### src/rtl/prog_loader_pkg.sv
// Shared CPU package: loader state encoding, program memory geometry, fill value and opcodes.
package prog_loader_pkg;

  localparam int unsigned DEPTH_DEF     = 256;
  localparam int unsigned ADDR_W        = 8;
  localparam logic [7:0]  FILL_WORD_DEF = 8'h00;

  typedef enum logic [1:0] {
    StIdle,
    StClear,
    StLoad,
    StRun
  } ld_state_e;

  // Core opcode space (upper nibble of the instruction byte).
  localparam logic [3:0] OP_NOP = 4'h0;
  localparam logic [3:0] OP_LDA = 4'h1;
  localparam logic [3:0] OP_ADD = 4'h2;
  localparam logic [3:0] OP_SUB = 4'h3;
  localparam logic [3:0] OP_STA = 4'h4;
  localparam logic [3:0] OP_JMP = 4'h5;
  localparam logic [3:0] OP_JZ  = 4'h6;
  localparam logic [3:0] OP_HLT = 4'hF;

  function automatic logic [7:0] sat_inc8(input logic [7:0] v);
    return (v == 8'hFF) ? v : v + 8'd1;
  endfunction

endpackage

### src/rtl/prog_ram.sv
// Program memory: one synchronous write port, one registered read port, no reset on the array.
module prog_ram
  import prog_loader_pkg::*;
#(
  parameter int unsigned DEPTH = DEPTH_DEF
) (
  input  logic              clk_i,
  input  logic              we_i,
  input  logic [ADDR_W-1:0] waddr_i,
  input  logic [7:0]        wdata_i,
  input  logic              re_i,
  input  logic [ADDR_W-1:0] raddr_i,
  output logic [7:0]        rdata_o
);

  logic [7:0] mem_q [DEPTH];
  logic [7:0] rdata_q;

  always_ff @(posedge clk_i) begin
    if (we_i) begin
      mem_q[waddr_i] <= wdata_i;
    end
    if (re_i) begin
      rdata_q <= mem_q[raddr_i];
    end
  end

  assign rdata_o = rdata_q;

endmodule

### src/rtl/prog_loader.sv
// Program loader: clears program memory, streams a host program in, then serves core fetches.
module prog_loader
  import prog_loader_pkg::*;
#(
  parameter logic [7:0]  FILL_WORD = FILL_WORD_DEF,
  parameter int unsigned DEPTH     = DEPTH_DEF
) (
  input  logic       clk,
  input  logic       CLB,
  input  logic       load_start,
  input  logic [7:0] load_data,
  input  logic       load_valid,
  input  logic       load_last,
  output logic       load_ready,
  input  logic [7:0] pc,
  output logic [7:0] input_ins,
  output logic       core_hold,
  output logic       load_done,
  output logic [7:0] load_count,
  output logic       err_overflow
);

  localparam logic [ADDR_W-1:0] LastAddr = ADDR_W'(DEPTH - 1);

  ld_state_e         state_q, state_d;
  logic [ADDR_W-1:0] wptr_q, wptr_d;
  logic [7:0]        count_q, count_d;
  logic              ovf_q, ovf_d;
  logic              rvalid_q, rvalid_d;

  logic       ram_we;
  logic [7:0] ram_wdata;
  logic [7:0] ram_rdata;

  always_comb begin
    state_d   = state_q;
    wptr_d    = wptr_q;
    count_d   = count_q;
    ovf_d     = ovf_q;
    ram_we    = 1'b0;
    ram_wdata = FILL_WORD;
    case (state_q)
      StIdle, StRun: begin
        if (load_start) begin
          state_d = StClear;
          wptr_d  = '0;
          count_d = '0;
          ovf_d   = 1'b0;
        end
      end
      StClear: begin
        ram_we = 1'b1;
        if (wptr_q == LastAddr) begin
          state_d = StLoad;
          wptr_d  = '0;
        end else begin
          wptr_d = wptr_q + 1'b1;
        end
      end
      StLoad: begin
        if (load_valid) begin
          ram_we    = 1'b1;
          ram_wdata = load_data;
          count_d   = sat_inc8(count_q);
          // The pointer parks on the last address instead of wrapping.
          if (wptr_q != LastAddr) begin
            wptr_d = wptr_q + 1'b1;
          end
          if (load_last) begin
            state_d = StRun;
          end else if (wptr_q == LastAddr) begin
            state_d = StRun;
            ovf_d   = 1'b1;
          end
        end
      end
      default: state_d = StIdle;
    endcase
    // Fetch data is only trusted once a read was issued while staying in RUN.
    rvalid_d = (state_q == StRun) && (state_d == StRun);
  end

  always_ff @(posedge clk) begin
    if (CLB) begin
      state_q  <= StIdle;
      wptr_q   <= '0;
      count_q  <= '0;
      ovf_q    <= 1'b0;
      rvalid_q <= 1'b0;
    end else begin
      state_q  <= state_d;
      wptr_q   <= wptr_d;
      count_q  <= count_d;
      ovf_q    <= ovf_d;
      rvalid_q <= rvalid_d;
    end
  end

  prog_ram #(
    .DEPTH(DEPTH)
  ) u_prog_ram (
    .clk_i  (clk),
    .we_i   (ram_we),
    .waddr_i(wptr_q),
    .wdata_i(ram_wdata),
    .re_i   (state_q == StRun),
    .raddr_i(pc),
    .rdata_o(ram_rdata)
  );

  assign load_ready   = (state_q == StLoad);
  assign core_hold    = (state_q != StRun);
  assign load_done    = (state_q == StRun);
  assign load_count   = count_q;
  assign err_overflow = ovf_q;
  assign input_ins    = rvalid_q ? ram_rdata : FILL_WORD;

endmodule

### config.mk
export PLATFORM = sky130hd
export DESIGN_NAME = prog_loader
export DESIGN_NICKNAME = d
export VERILOG_FILES = /design/src/rtl/prog_loader_pkg.sv /design/src/rtl/prog_ram.sv /design/src/rtl/prog_loader.sv
export SDC_FILE = /design/constraint.sdc
export NUM_CORES = 2
export LEC_CHECK = 0
export BUFFER_PORTS_ARGS = -buffer_cell sky130_fd_sc_hd__buf_4
export CORE_ASPECT_RATIO = 0.5
export CORE_MARGIN = 2
export CORE_UTILIZATION = 40
export CTS_BUF_LIST = sky130_fd_sc_hd__clkbuf_4 sky130_fd_sc_hd__clkbuf_8
export CTS_CLUSTER_SIZE = 40
export DETAILED_ROUTE_END_ITERATION = 8
export HOLD_SLACK_MARGIN = 0.02
export PLACE_DENSITY = 0.62
export SLEW_MARGIN = 30
export SYNTH_ARGS = -nofsm -noshare
export SYNTH_HDL_FRONTEND = slang
export SYNTH_SLANG_ARGS = --single-unit
### constraint.sdc
create_clock -name clk -period 5.5 [get_ports clk]
set_clock_uncertainty 0.2 [all_clocks]
set_input_delay 1.1 -clock clk [delete_from_list [all_inputs] [get_ports clk]]
set_output_delay 1.1 -clock clk [all_outputs]
set_load 0.02 [all_outputs]
# After elaboration in Yosys (flattened, before gate mapping)
# Memory sizes are Yosys's and may differ from the RTL's. A register that Yosys moved wholly into a read port is not among the register bits.
# Index checks and enable logic that the tools add are counted.
word_totals:
  register_bits: 20
  latchBits: 0
  mem_bits_rw: 2048
  rom_bits: 0
  input_bits: 21
  output_inout_bits: 20
  elab_cells: 55
  memories: 1
memory_table:
  columns: ["memory", "depth", "width", "rd", "rd_clocked_by_memory_dff", "wr", "line", "text"]
  rows:
  - ["u_prog_ram.mem_q", 256, 8, 1, 1, 1, "prog_ram.sv:16", "logic [7:0] mem_q [DEPTH];"]
op_classes:
  add_sub_neg: 2
  n_mul: 0
  n_div: 0
  magnitude_cmp: 0
  eq_ne: 14
  n_shift: 0
  muxes: 26
  n_bitwise: 0
  n_reduce_logical: 7
op_table:
  columns: ["cell", "count"]
  rows:
  - ["8-bit 2-to-1 mux", 9]
  - ["8-bit case mux with 3 select lines", 1]
  - ["8-bit by 1-bit adder with 8-bit output, second input constant", 2]
  - ["8-bit == test, second input constant", 2]
  - ["8-bit case mux with 2 select lines", 1]
  - ["2-bit 2-to-1 mux", 5]
  - ["2-bit inequality test, second input constant", 5]
  - ["8-bit inequality test, second input constant", 1]
  - ["1-bit 2-to-1 mux", 7]
  - ["2-bit == test, second input constant", 3]
  - ["2-bit case mux with 3 select lines", 1]
  - ["5-bit AND reduction", 1]
  - ["2-bit by 1-bit inequality test with 1-bit output, second input constant", 2]
  - ["1-bit case mux with 2 select lines", 2]
  - ["4-bit AND reduction", 1]
  - ["3-bit AND reduction", 1]
  - ["2-bit by 1-bit == test with 1-bit output, second input constant", 1]
  - ["2-bit zero test", 1]
  - ["2-bit nonzero test", 1]
  - ["2-bit OR reduction", 1]
  - ["1-bit logical AND", 1]

# Logic depth before layout (Yosys ltp)
logic_depth:
  word_depth: 7
  ltp_mapped: 12
  ltp_nobuf: 8

# Modules after synthesis
# Synthesis repeated with hierarchy kept, for this count alone.
unflattened:
  hier_cells: 3892
  hier_area_um2: 80957.6
modules_own_cells:
  columns: ["mod", "instances", "cells_each", "area_each_um2", "seq_area_each_um2"]
  rows:
  - ["prog_ram", 1, 3733, 79636.4, 61739.2]
  - ["prog_loader", 1, 159, 1321.3, 400.4]

# Worst setup path after synthesis
# No wires, ideal clock.
synth_path:
  path_kind: "register to register"
  from: "register state_q[0]"
  to: "memory u_prog_ram.mem_q[0][0], data pin"
  setup_time_ns: 0.873
  arrival_time_ns: 4.501
  t_required_ns: 4.427
  setup_slack_ns: -0.074
  stages_incl_launch_ff: 6
  n_path_buf: 2
  synth_period_minus_slack_ns: 5.574
  path_cell_list: "dfxtp_1 > inv_1 > ha_1 > clkbuf_1 > clkbuf_1 > and3_1"
synth_via:
  elab_chain_len: 2
synth_lines:
  columns: ["element", "line", "text"]
  rows:
  - ["start, declared", "prog_loader.sv:25", "ld_state_e state_q, state_d;"]
  - ["start signal, assigned", "prog_loader.sv:85", "state_q <= StIdle;"]
  - ["start signal, assigned", "prog_loader.sv:91", "state_q <= state_d;"]
  - ["2-bit == test", null, null]
  - ["via load_ready", "prog_loader.sv:14", "output logic load_ready,"]
  - ["8-bit 2-to-1 mux", "prog_loader.sv:42", "case (state_q)"]
  - ["via ram_wdata[0]", "prog_loader.sv:32", "logic [7:0] ram_wdata;"]
  - ["end, declared", "prog_ram.sv:16", null]
# The timed path passes the listed nets, and every way through them passes these cells.

# Final worst setup path
layout_path:
  from: "register state_q[0]"
  to: "memory u_prog_ram.mem_q[71][2] (enable)"
layout_via:
  elab_chain_len: 4
  word_cells_on_any_way: 5
  cone_classes: "eq/ne: 2; mux: 3"
layout_lines:
  columns: ["element", "line", "text"]
  rows:
  - ["2-bit == test or 2-bit by 1-bit == test with 1-bit output (tied branches)", "prog_loader.sv:42", null]
  - ["1-bit case mux with 2 select lines (*)", "prog_loader.sv:42", null]
  - ["1-bit 2-to-1 mux (*)", "prog_ram.sv:20", "if (we_i) begin"]
  - ["1-bit 2-to-1 mux (not written as such) (*)", "prog_ram.sv:21", "mem_q[waddr_i] <= wdata_i;"]
# Mark *: on every way between the ends. The rest lies on a longest branch, timed or not.

==> impl_metrics.tcl <==
set metrics [dict create \
    worst-path-max-fanout 19 \
    detailed_place_hpwl_mm 126.3 \
    postSynthNetCount 3847 \
    fin_crit_period_ps 4130 \
    crit_chain "inv_1 > ha_1 > and2_1 > o21bai_1 > nor3b_1 > nand2_1 > nor2_1" \
    crit_path_max_incr_delay_ps 910 \
    most_used_flip_flop_cell_after_synthesis "edfxtp_1" \
    synth.top_cells.by_area "edfxtp_1 76%, mux4_2 12%, mux2i_1 1.9%" \
    rrSetupSlack_ps 1370 \
    setup_viol_count_final 0 \
    critPathBufInv 1 \
    antenna_violations_before_repair 9 \
    pre_cts_ws_ps 577.3 \
    main_combinational_cell_family_by_area_after_synthesis "multiplexers" \
    post-route-period-util_pct 75.09 \
    endpoint_kind "flip-flop" \
    count_of_flip_flops_with_a_built_in_enable_after_synthesis 2056 \
    post_synth_xor_area_fraction_pct 0.09710 \
    root_buffer "clkbuf_8" \
    slew-limit-headroom_pct 30.84 \
    area_fraction_in_compound_gates_after_synthesis_pct 3.129 \
    dr.first_iter.drc_count 5102 \
    timing.hold.worst_endpoint "err_overflow" \
    netlist.top_cell.by_area "edfxtp_1" \
    cts_post_setup_buffers_inserted 0 \
    syn-cell-area_mm2 0.08118 \
    effective_utilization_at_floorplan_pct 40.41 \
    io-pin-count 41 \
    grt_start_max_net_pins 145 \
    setup.worst_path.class "reg2reg" \
    flow.area_growth_from_synthesis_pct 13.08 \
    global_route.overflow_total 0 \
    via_per_inst 5.715 \
    yosysSeqAreaShare_pct 76.55 \
    drt-pass1-iter-count 5 \
    synthDistinctLibCells 68 \
    cts.path.max_buffers 4 \
    cts_tree "built" \
    vias 40960 \
    hold_viol_final 0 \
    detail_route.drc_violations 0 \
    synth_fa_ha_area_share_pct 0.1233 \
    cts_inserted_buffers 316 \
    final_common_cell "edfxtp_1" \
    hp-class "in2reg" \
    wire_length_of_the_first_global_routing_pass_mm 295.9 \
    hold_depth 4 \
    place.port_buffers 40 \
    floorplan_row_count 116 \
    synth_simple_gate_area_share_pct 2.747 \
    run_status "finished, final reports clean" \
    leakagePower_nw 24.83 \
    final_cell_mix "2056 x edfxtp_1, 447 x mux4_2, 325 x clkbuf_8" \
    flops_latches_synth 2076 \
    placed_cells_incl_taps 6613 \
    synth_top_cell_area_share_pct 76.05 \
    ff2ff_path_depth 7 \
    final_max_slew_viol_count 0 \
    floorplan.die_area_mm2 0.2068 \
    syn-instance-count 3818 \
    footprint_of_the_multi_input_gates_mm2 0.01751 \
    synth_area_per_cell_um2 21.26 \
    yosysWarningCount 0 \
    die_x_um 641.1 \
    seqCellArea_mm2 0.06214 \
    worst_slew_pin_slew_ps 1034 \
    crit_family "simple AND/OR/NAND/NOR gates" \
    drt_wl_total_mm 206.5 \
    timing.rr.end "u_prog_ram.mem_q[71][2]" \
    fp.coreArea_mm2 0.2009 \
    proportion_of_layout_cells_with_a_drive_suffix_above_1_pct 28.75 \
    grtUsageTotal_pct 19.91 \
    vdd_ir_drop_max_mv 0.2597 \
    cp.required_ps 5940 \
    worstHoldStart "load_last" \
    fp.dieH_um 322.6 \
    synth_async_sr_flop_share_pct 0 \
    final_critical_path_setup_slack_ps 1370 \
    fmax_ghz 0.2421 \
    ctsResizeCount 0 \
    synthMuxAreaShare_pct 15.33 \
    post_detailed_route_wirelength_per_cell_um 28.81 \
    cp-start-kind "flip-flop" \
    r2r_start "state_q[0]" \
    rsz0062_at_grt "false" \
    ant_nets 0 \
    worstSkewPairLatency_ps 1050 \
    finalNetCount 4252 \
    critPathLaunch "state_q[0]" \
    number_of_global_route_vias_before_repair 41440 \
    final.fill_count 16720 \
    worst_setup_hold_path_clk_slew_ps 60 \
    max_cap_violations 0 \
    power_per_standard_cell_area_mw_per_mm2 332.7 \
    place_congestion 0.8978 \
    slowest_stage "nor2_1" \
    ctsHtreeMaxLevel 5 \
    clkSinkCount 2076 \
    fin_setup_tns_ps 0 \
    layoutNonFillerInstCount 7168 \
    cp_data_arrival_time_ps 4570 \
]
[metrics by stage]
stage               utilization (%)  hold slack [ps]  cell area (µm²)  total power [mW]
detailed placement            42.67            277.8            85720             18.54
global placement              42.65            280.8            85670             18.53
global route                  45.69            102.2            91790             31.46
CTS                           45.63            48.13            91660             30.71
finish                        45.70            138.0            91790             30.54
floorplan                         -            348.3            81190             18.17
[where the power goes]
part / leakage (nW) / switching, mW / internal (mW)
clock: 3.13 / 5.87 / 6.46
sequential: 15.3 / 0.00459 / 17.1
combinational: 6.43 / 0.666 / 0.420
[per-layer routing]
layer	vias to the layer above	GRT usage, %	share of wire, %
met2	2029	31.30	47
met1	21720	27.32	41
met4	0	6.152	2.8
met5	-	0	0
met3	353	5.235	9.7
li1	16860	-	-
[cells by family (layout without fill, tap and decap cells)]
kind of cell	Yosys count	count (layout)
flops	2076	2076
mux	638	638
simple gates	501	501
compound gates	355	355
buf+inv	231	861
xor+xnor	9	9
fa+ha+maj	8	8
other cells	0	6
[synthesized netlist by cell type (25+ instances only)]
cell and n:
nand2_1 52, mux2i_1 153, mux4_1 28, a22o_1 42
o21ai_0 41, buf_4 29, o221ai_1 51, edfxtp_1 2056
a21oi_1 50, mux4_2 447, a22oi_1 37, buf_8 27
clkbuf_1 72, nor2_1 300, buf_2 51, o22ai_1 39
a221oi_1 25, nor3_1 32
[what timing repair did]
| action | 4_1_cts | 5_1_grt |
|---|---|---|
| hold buffers | 1 | 0 |
| hold endpoints to repair | 4 | 0 |
| setup endpoints to repair | 0 | 0 |
[how the worst max path moves through the flow]
| stage | to | cells past startpoint |
|---|---|---|
| after floorplan | u_prog_ram.mem_q[0][0] | 5 |
| after global placement | u_prog_ram.rdata_o[5] | 12 |
| after detailed placement | u_prog_ram.rdata_o[1] | 9 |
| after CTS | u_prog_ram.mem_q[99][3] | 7 |
| after global routing | u_prog_ram.mem_q[65][3] | 7 |
| final | u_prog_ram.mem_q[71][2] | 7 |
[flip-flops by register name, indices dropped and copies added, names as in the netlist]
name                cells
err_overflow            1
load_count              8
rvalid_q                1
state_q                 2
u_prog_ram.mem_q     2048
u_prog_ram.rdata_o      8
wptr_q                  8
[worst min-delay path: stages]
cell and delay [ps]:
buf_4 80, nor3_1 40, nor2_1 80, nor2_1 40
[area by class of cell]
class | count | area share, %
clock buffers | 422 | 5.666
flip-flops and latches | 2076 | 67.69
diodes | 6 | 0.01636
well taps | 2714 | 3.699
repair buffers | 309 | 3.021
multi-input cells | 1511 | 19.08
inverters | 9 | 0.03680
clock inverters | 121 | 0.7892
(Power assumes the default switching activity.)
